## src/rtl/fifo_pkg.sv

```systemverilog
// fifo_pkg: shared defaults and width helpers for the parametrised FIFO.
package fifo_pkg;

  localparam int FIFO_DATA_W = 8;
  localparam int FIFO_DEPTH  = 16;

  // Occupancy needs to represent 0..DEPTH inclusive.
  function automatic int fifo_cnt_w(input int depth);
    return $clog2(depth + 1);
  endfunction

endpackage

```

## src/rtl/fifo_mem.sv

```systemverilog
// fifo_mem: DEPTHxDATA_W storage, one write port and one registered read port.
module fifo_mem
  import fifo_pkg::*;
#(
  parameter int  DATA_W = FIFO_DATA_W,
  parameter int  DEPTH  = FIFO_DEPTH,
  localparam int ADDR_W = $clog2(DEPTH)
) (
  input  logic              clk,
  input  logic              rst_n,
  input  logic              clr,
  input  logic              we,
  input  logic [ADDR_W-1:0] waddr,
  input  logic [DATA_W-1:0] wdata,
  input  logic              re,
  input  logic [ADDR_W-1:0] raddr,
  output logic [DATA_W-1:0] rdata
);

  logic [DATA_W-1:0] mem_r [DEPTH];
  logic [DATA_W-1:0] rdata_r;

  // Storage array is deliberately left without reset.
  always_ff @(posedge clk) begin
    if (we) begin
      mem_r[waddr] <= wdata;
    end
  end

  // Read register: reads the pre-write word when raddr == waddr on the same edge.
  always_ff @(posedge clk or negedge rst_n) begin
    if (!rst_n) begin
      rdata_r <= {DATA_W{1'b0}};
    end else if (clr) begin
      rdata_r <= {DATA_W{1'b0}};
    end else if (re) begin
      rdata_r <= mem_r[raddr];
    end
  end

  assign rdata = rdata_r;

endmodule

```

## src/rtl/fifo_param.sv

```systemverilog
// fifo_param: synchronous FIFO with occupancy count, almost flags, flush and error flags.
// Build option FIFO_ERR_STICKY_EN: over_flow/under_flow latch until rst_n or clr.
module fifo_param
  import fifo_pkg::*;
#(
  parameter int  DATA_W   = FIFO_DATA_W,
  parameter int  DEPTH    = FIFO_DEPTH,
  parameter int  AF_LEVEL = DEPTH - 2,
  parameter int  AE_LEVEL = 2,
  localparam int CNT_W    = fifo_cnt_w(DEPTH)
) (
  input  logic              clk,
  input  logic              rst_n,
  input  logic              clr,
  input  logic              wr_n,
  input  logic              rd_n,
  input  logic [DATA_W-1:0] din,
  output logic [DATA_W-1:0] dout,
  output logic              full,
  output logic              empty,
  output logic              almost_full,
  output logic              almost_empty,
  output logic [CNT_W-1:0]  count,
  output logic              over_flow,
  output logic              under_flow
);

  localparam int PTR_W = $clog2(DEPTH);

  logic [PTR_W-1:0] wptr_r;
  logic [PTR_W-1:0] rptr_r;
  logic [CNT_W-1:0] count_r;
  logic [CNT_W-1:0] count_nxt_s;
  logic             full_s;
  logic             empty_s;
  logic             wr_ok_s;
  logic             rd_ok_s;
  logic             ovf_s;
  logic             unf_s;
  logic             over_r;
  logic             under_r;

  assign full_s  = (count_r == CNT_W'(DEPTH));
  assign empty_s = (count_r == {CNT_W{1'b0}});

  // A full FIFO still takes a write when a read frees a slot on the same edge.
  assign rd_ok_s = !rd_n && !empty_s;
  assign wr_ok_s = !wr_n && (!full_s || rd_ok_s);
  assign ovf_s   = !wr_n && full_s && !rd_ok_s;
  assign unf_s   = !rd_n && empty_s;

  // Next occupancy from the accepted write/read pair.
  always_comb begin
    count_nxt_s = count_r;
    case ({wr_ok_s, rd_ok_s})
      2'b10:   count_nxt_s = count_r + CNT_W'(1);
      2'b01:   count_nxt_s = count_r - CNT_W'(1);
      default: count_nxt_s = count_r;
    endcase
  end

  // Pointers and occupancy.
  always_ff @(posedge clk or negedge rst_n) begin
    if (!rst_n) begin
      wptr_r  <= {PTR_W{1'b0}};
      rptr_r  <= {PTR_W{1'b0}};
      count_r <= {CNT_W{1'b0}};
    end else if (clr) begin
      wptr_r  <= {PTR_W{1'b0}};
      rptr_r  <= {PTR_W{1'b0}};
      count_r <= {CNT_W{1'b0}};
    end else begin
      if (wr_ok_s) begin
        wptr_r <= wptr_r + PTR_W'(1);
      end
      if (rd_ok_s) begin
        rptr_r <= rptr_r + PTR_W'(1);
      end
      count_r <= count_nxt_s;
    end
  end

  // Error flags: registered one edge after the offending strobe.
  always_ff @(posedge clk or negedge rst_n) begin
    if (!rst_n) begin
      over_r  <= 1'b0;
      under_r <= 1'b0;
    end else if (clr) begin
      over_r  <= 1'b0;
      under_r <= 1'b0;
    end else begin
`ifdef FIFO_ERR_STICKY_EN
      over_r  <= over_r | ovf_s;
      under_r <= under_r | unf_s;
`else
      over_r  <= ovf_s;
      under_r <= unf_s;
`endif
    end
  end

  fifo_mem #(
    .DATA_W (DATA_W),
    .DEPTH  (DEPTH)
  ) u_mem (
    .clk   (clk),
    .rst_n (rst_n),
    .clr   (clr),
    .we    (wr_ok_s && !clr),
    .waddr (wptr_r),
    .wdata (din),
    .re    (rd_ok_s && !clr),
    .raddr (rptr_r),
    .rdata (dout)
  );

  assign count        = count_r;
  assign full         = full_s;
  assign empty        = empty_s;
  assign almost_full  = (count_r >= CNT_W'(AF_LEVEL));
  assign almost_empty = (count_r <= CNT_W'(AE_LEVEL));
  assign over_flow    = over_r;
  assign under_flow   = under_r;

endmodule
```

## config.mk

```make
export PLATFORM = sky130hd
export DESIGN_NAME = fifo_param
export DESIGN_NICKNAME = d
export VERILOG_FILES = /design/src/rtl/fifo_pkg.sv /design/src/rtl/fifo_mem.sv /design/src/rtl/fifo_param.sv
export SDC_FILE = /design/constraint.sdc
export NUM_CORES = 1
export LEC_CHECK = 0
export CORE_MARGIN = 5
export CORE_UTILIZATION = 45
export DETAILED_ROUTE_END_ITERATION = 16
export PLACE_DENSITY_LB_ADDON = 0.25
export SYNTH_ARGS = -nofsm -noshare
export SYNTH_HDL_FRONTEND = slang
export SYNTH_SLANG_ARGS = --single-unit
```

## constraint.sdc

```tcl
create_clock -name clk -period 2.54 [get_ports clk]
set_clock_uncertainty 0.1 [all_clocks]
set_input_delay 0.381 -clock clk [delete_from_list [all_inputs] [get_ports clk]]
set_output_delay 0.381 -clock clk [all_outputs]
set_load 0.02 [all_outputs]
```

==> metrics.csv <==
metric;value;unit
first-pass GRT wire length;19.62;mm
root buf cell;clkbuf_16;
Clock Latency Late Sink;420;ps
Ys Warns;0;
fin cells;601;
Synth cell types;40;
Hold Vio Cnt, Final;0;
Synth Flop Type;edfxtp_1;
crit path DAT;2540;ps
Pwr Density;867.7;nW/um^2
final layout net count;430;
chip height;127.9;um
#FFs+latches synth;151;
hold slack;230.4;ps
status;completed;
worst slew pin tran;803.2;ps
placeable core area;13770;um^2
Reg2Reg Capture Point;count[4]$_DFFE_PN0P_;
Post-DP Area;7041;um^2
placed cells;569;
most area-consuming cells after synthesis;edfxtp_1 (61%), dfrtp_1 (9.2%), mux4_2 (8.3%);
slowest cell on the critical path;dfrtp_2;
Avg Vias per Cell;5.319;
count leader, synth;edfxtp_1;
# IOs;32;
Post-synth EDFFs;128;
Tmin final;2343;ps
Post CTS Setup Buffer Count;0;
total power;6620;uW
Die Wd;127.9;um
Rel. slew slack;46.01;%
CP required;2740;ps
routed length per instance;20.51;um
P_leak;0.002642;uW
Crit Reg-Reg Startpoint;count[4]$_DFFE_PN0P_;
final setup fails;0;
Critical Path Max Stage Delay;470;ps
Tcrit/Tclk final;92.24;%
Fillers;1109;
Synth Cell Area;6253;um^2
Mapped Cells;335;
hold crit path type;input port to asynchronous set/reset pin;
GPL Wtd Cong;0.8280;
kind of critical path;flop to flop;
Critical Path Most Common Cell;a21oi_2;
WL final;12.33;mm
clock-pin slew on the worst setup and hold paths;60;ps
# H-tree levels;4;
ANT nets after route;0;
row count;43;
sequential element share of the synthesized area;70.67;%
largest net degree at the start of global routing;35;
CP Buf/Inv Count;1;
final HPWL from detailed placement;8.009;mm
Max Cap Viol;0;
Synth area leader;edfxtp_1;
count of pins over their slew limit;0;
TritonCTS clock tree;yes;
R2R depth;10;
CP top delay family;flip-flops;
worst ir drop on vdd;0.6336;mV
crit-path max FO;7;
final non-filler cell area;7629;um^2
CP cell instances;nor3_4 > a21oi_2 > nand2_1 > inv_1 > ha_1 > nand2b_1 > a21oi_2 > mux2_2 > mux2i_1 > a21oi_1;
Synth top area share;61.46;%
routed vias;3197;
drt first-iter violations;169;
GRT overflow;0;
Residual DRC;0;
crit path launch type;flop;
fraction of registers with async set or reset after synthesis;15.23;%
syn nets;357;
Antenna Cells;0;
Fmax achieved;426.8;MHz
Inserted Clock Buffers;17;
count of buffers from port buffering;31;
die area;16350;um^2
CP Capture Type;flop;
1st-pass router iterations;5;
maximum clock insertion buffer count;2;
fraction of layout cells with a size suffix above 1;28.98;%
RSZ-0062 raised after global routing;false;
Initial Utilization;45.40;%
number of global-route vias before repair;3484;
GRT Util Overall;16.48;%
r2r setup slk;200;ps
commonest cells in the synthesized netlist;edfxtp_1 (128), nor2_1 (28), dfrtp_1 (23), mux4_2 (23), mux2_2 (17);
Synth-to-Final Area Change;21.99;%
initial antenna violation count;0;
Synth Area per Inst;18.67;um^2
Sink Count;151;
## stage by stage
step                setup slack [ps]  TNS [ps]  utilization (%)
floorplan                      13.05         0                -
global placement               22.64         0            51.12
CTS                            8.116         0            55.27
detailed placement            -7.172    -7.172            51.12
finish                         197.2         0            55.39
global route                   76.38         0            55.39
## state kept, by name, indices dropped and copies added, names as in the netlist
name / flops
under_flow: 1
count: 5
rptr_r: 4
u_mem.rdata: 8
over_flow: 1
u_mem.mem_r: 128
wptr_r: 4
## worst reg2reg max path: stages (launching register included)
cell      delay [ps]
dfrtp_2          470
nor3_4           270
a21oi_2           90
nand2_1          120
inv_1             90
ha_1             310
nand2b_1          70
a21oi_2          160
mux2_2           340
mux2i_1          120
a21oi_1           80
## what timing repair did
action,CTS,global route
hold endpoints to repair,0,0
resized for setup,1,4
hold buffers,0,0
setup endpoints to repair,1,3
## worst max path at each step
stage | to | startpoint | cells after the start | slack, ps
floorplan | count[4]$_DFFE_PN0P_ | count[4]$_DFFE_PN0P_ | 10 | 10
global placement | count[4]$_DFFE_PN0P_ | rd_n | 9 | 20
detailed placement | count[4]$_DFFE_PN0P_ | rd_n | 9 | -7
CTS | full | count[1]$_DFFE_PN0P_ | 3 | 8
global route | count[4]$_DFFE_PN0P_ | count[4]$_DFFE_PN0P_ | 10 | 80
finish | count[4]$_DFFE_PN0P_ | count[4]$_DFFE_PN0P_ | 10 | 200
## final cells by class
class	count	area [um^2]	area share, %
Clock buffer	19	432.9	5.675
Clock inverter	13	132.6	1.739
Inverter	6	22.52	0.2952
Multi-Input combinational cell	161	1745	22.88
Sequential cell	151	4427	58.03
Tap cell	180	225.2	2.952
Timing Repair Buffer	71	643.1	8.430
## kinds of logic (layout without fill, tap and decap cells)
group                      Yosys count  in the layout  share of synthesized area (%)
DFF                                151            151                          70.67
and+or+nand+nor                     69             69                          5.622
muxes                               54             54                          15.93
buffers and inverters               23            109                          1.961
AOI/OAI and AO/OA                   20             20                          2.641
adders and majority gates            9              9                          1.921
xor gates and xnor gates             9              9                          1.260
## where the power goes
part / switching (uW) / internal, uW / total (uW)
registers: 122 / 2810 / 2930
clock network: 945 / 1430 / 2380
logic: 672 / 637 / 1310
## cells in the final DEF (no fill, tap or decap), drive strengths merged, types with 7 or more instances in the layout
cell type,count
buf,40
nor2,28
nor3b,9
mux2,17
mux4,32
clkbuf,19
nand2,10
clkdlybuf4s50,28
dfrtp,23
ha,8
nor3,7
a221o,8
edfxtp,128
## per-layer routing
metal / vias to the layer above / part of all wire, % / global-route usage, %
met3: 12 / 4.2 / 4.083
met4: 0 / 1.4 / 6.180
met5: - / 0 / 0
met1: 1642 / 43 / 21.39
li1: 1481 / - / -
met2: 62 / 51 / 27.05
(Power assumes the default switching activity.)
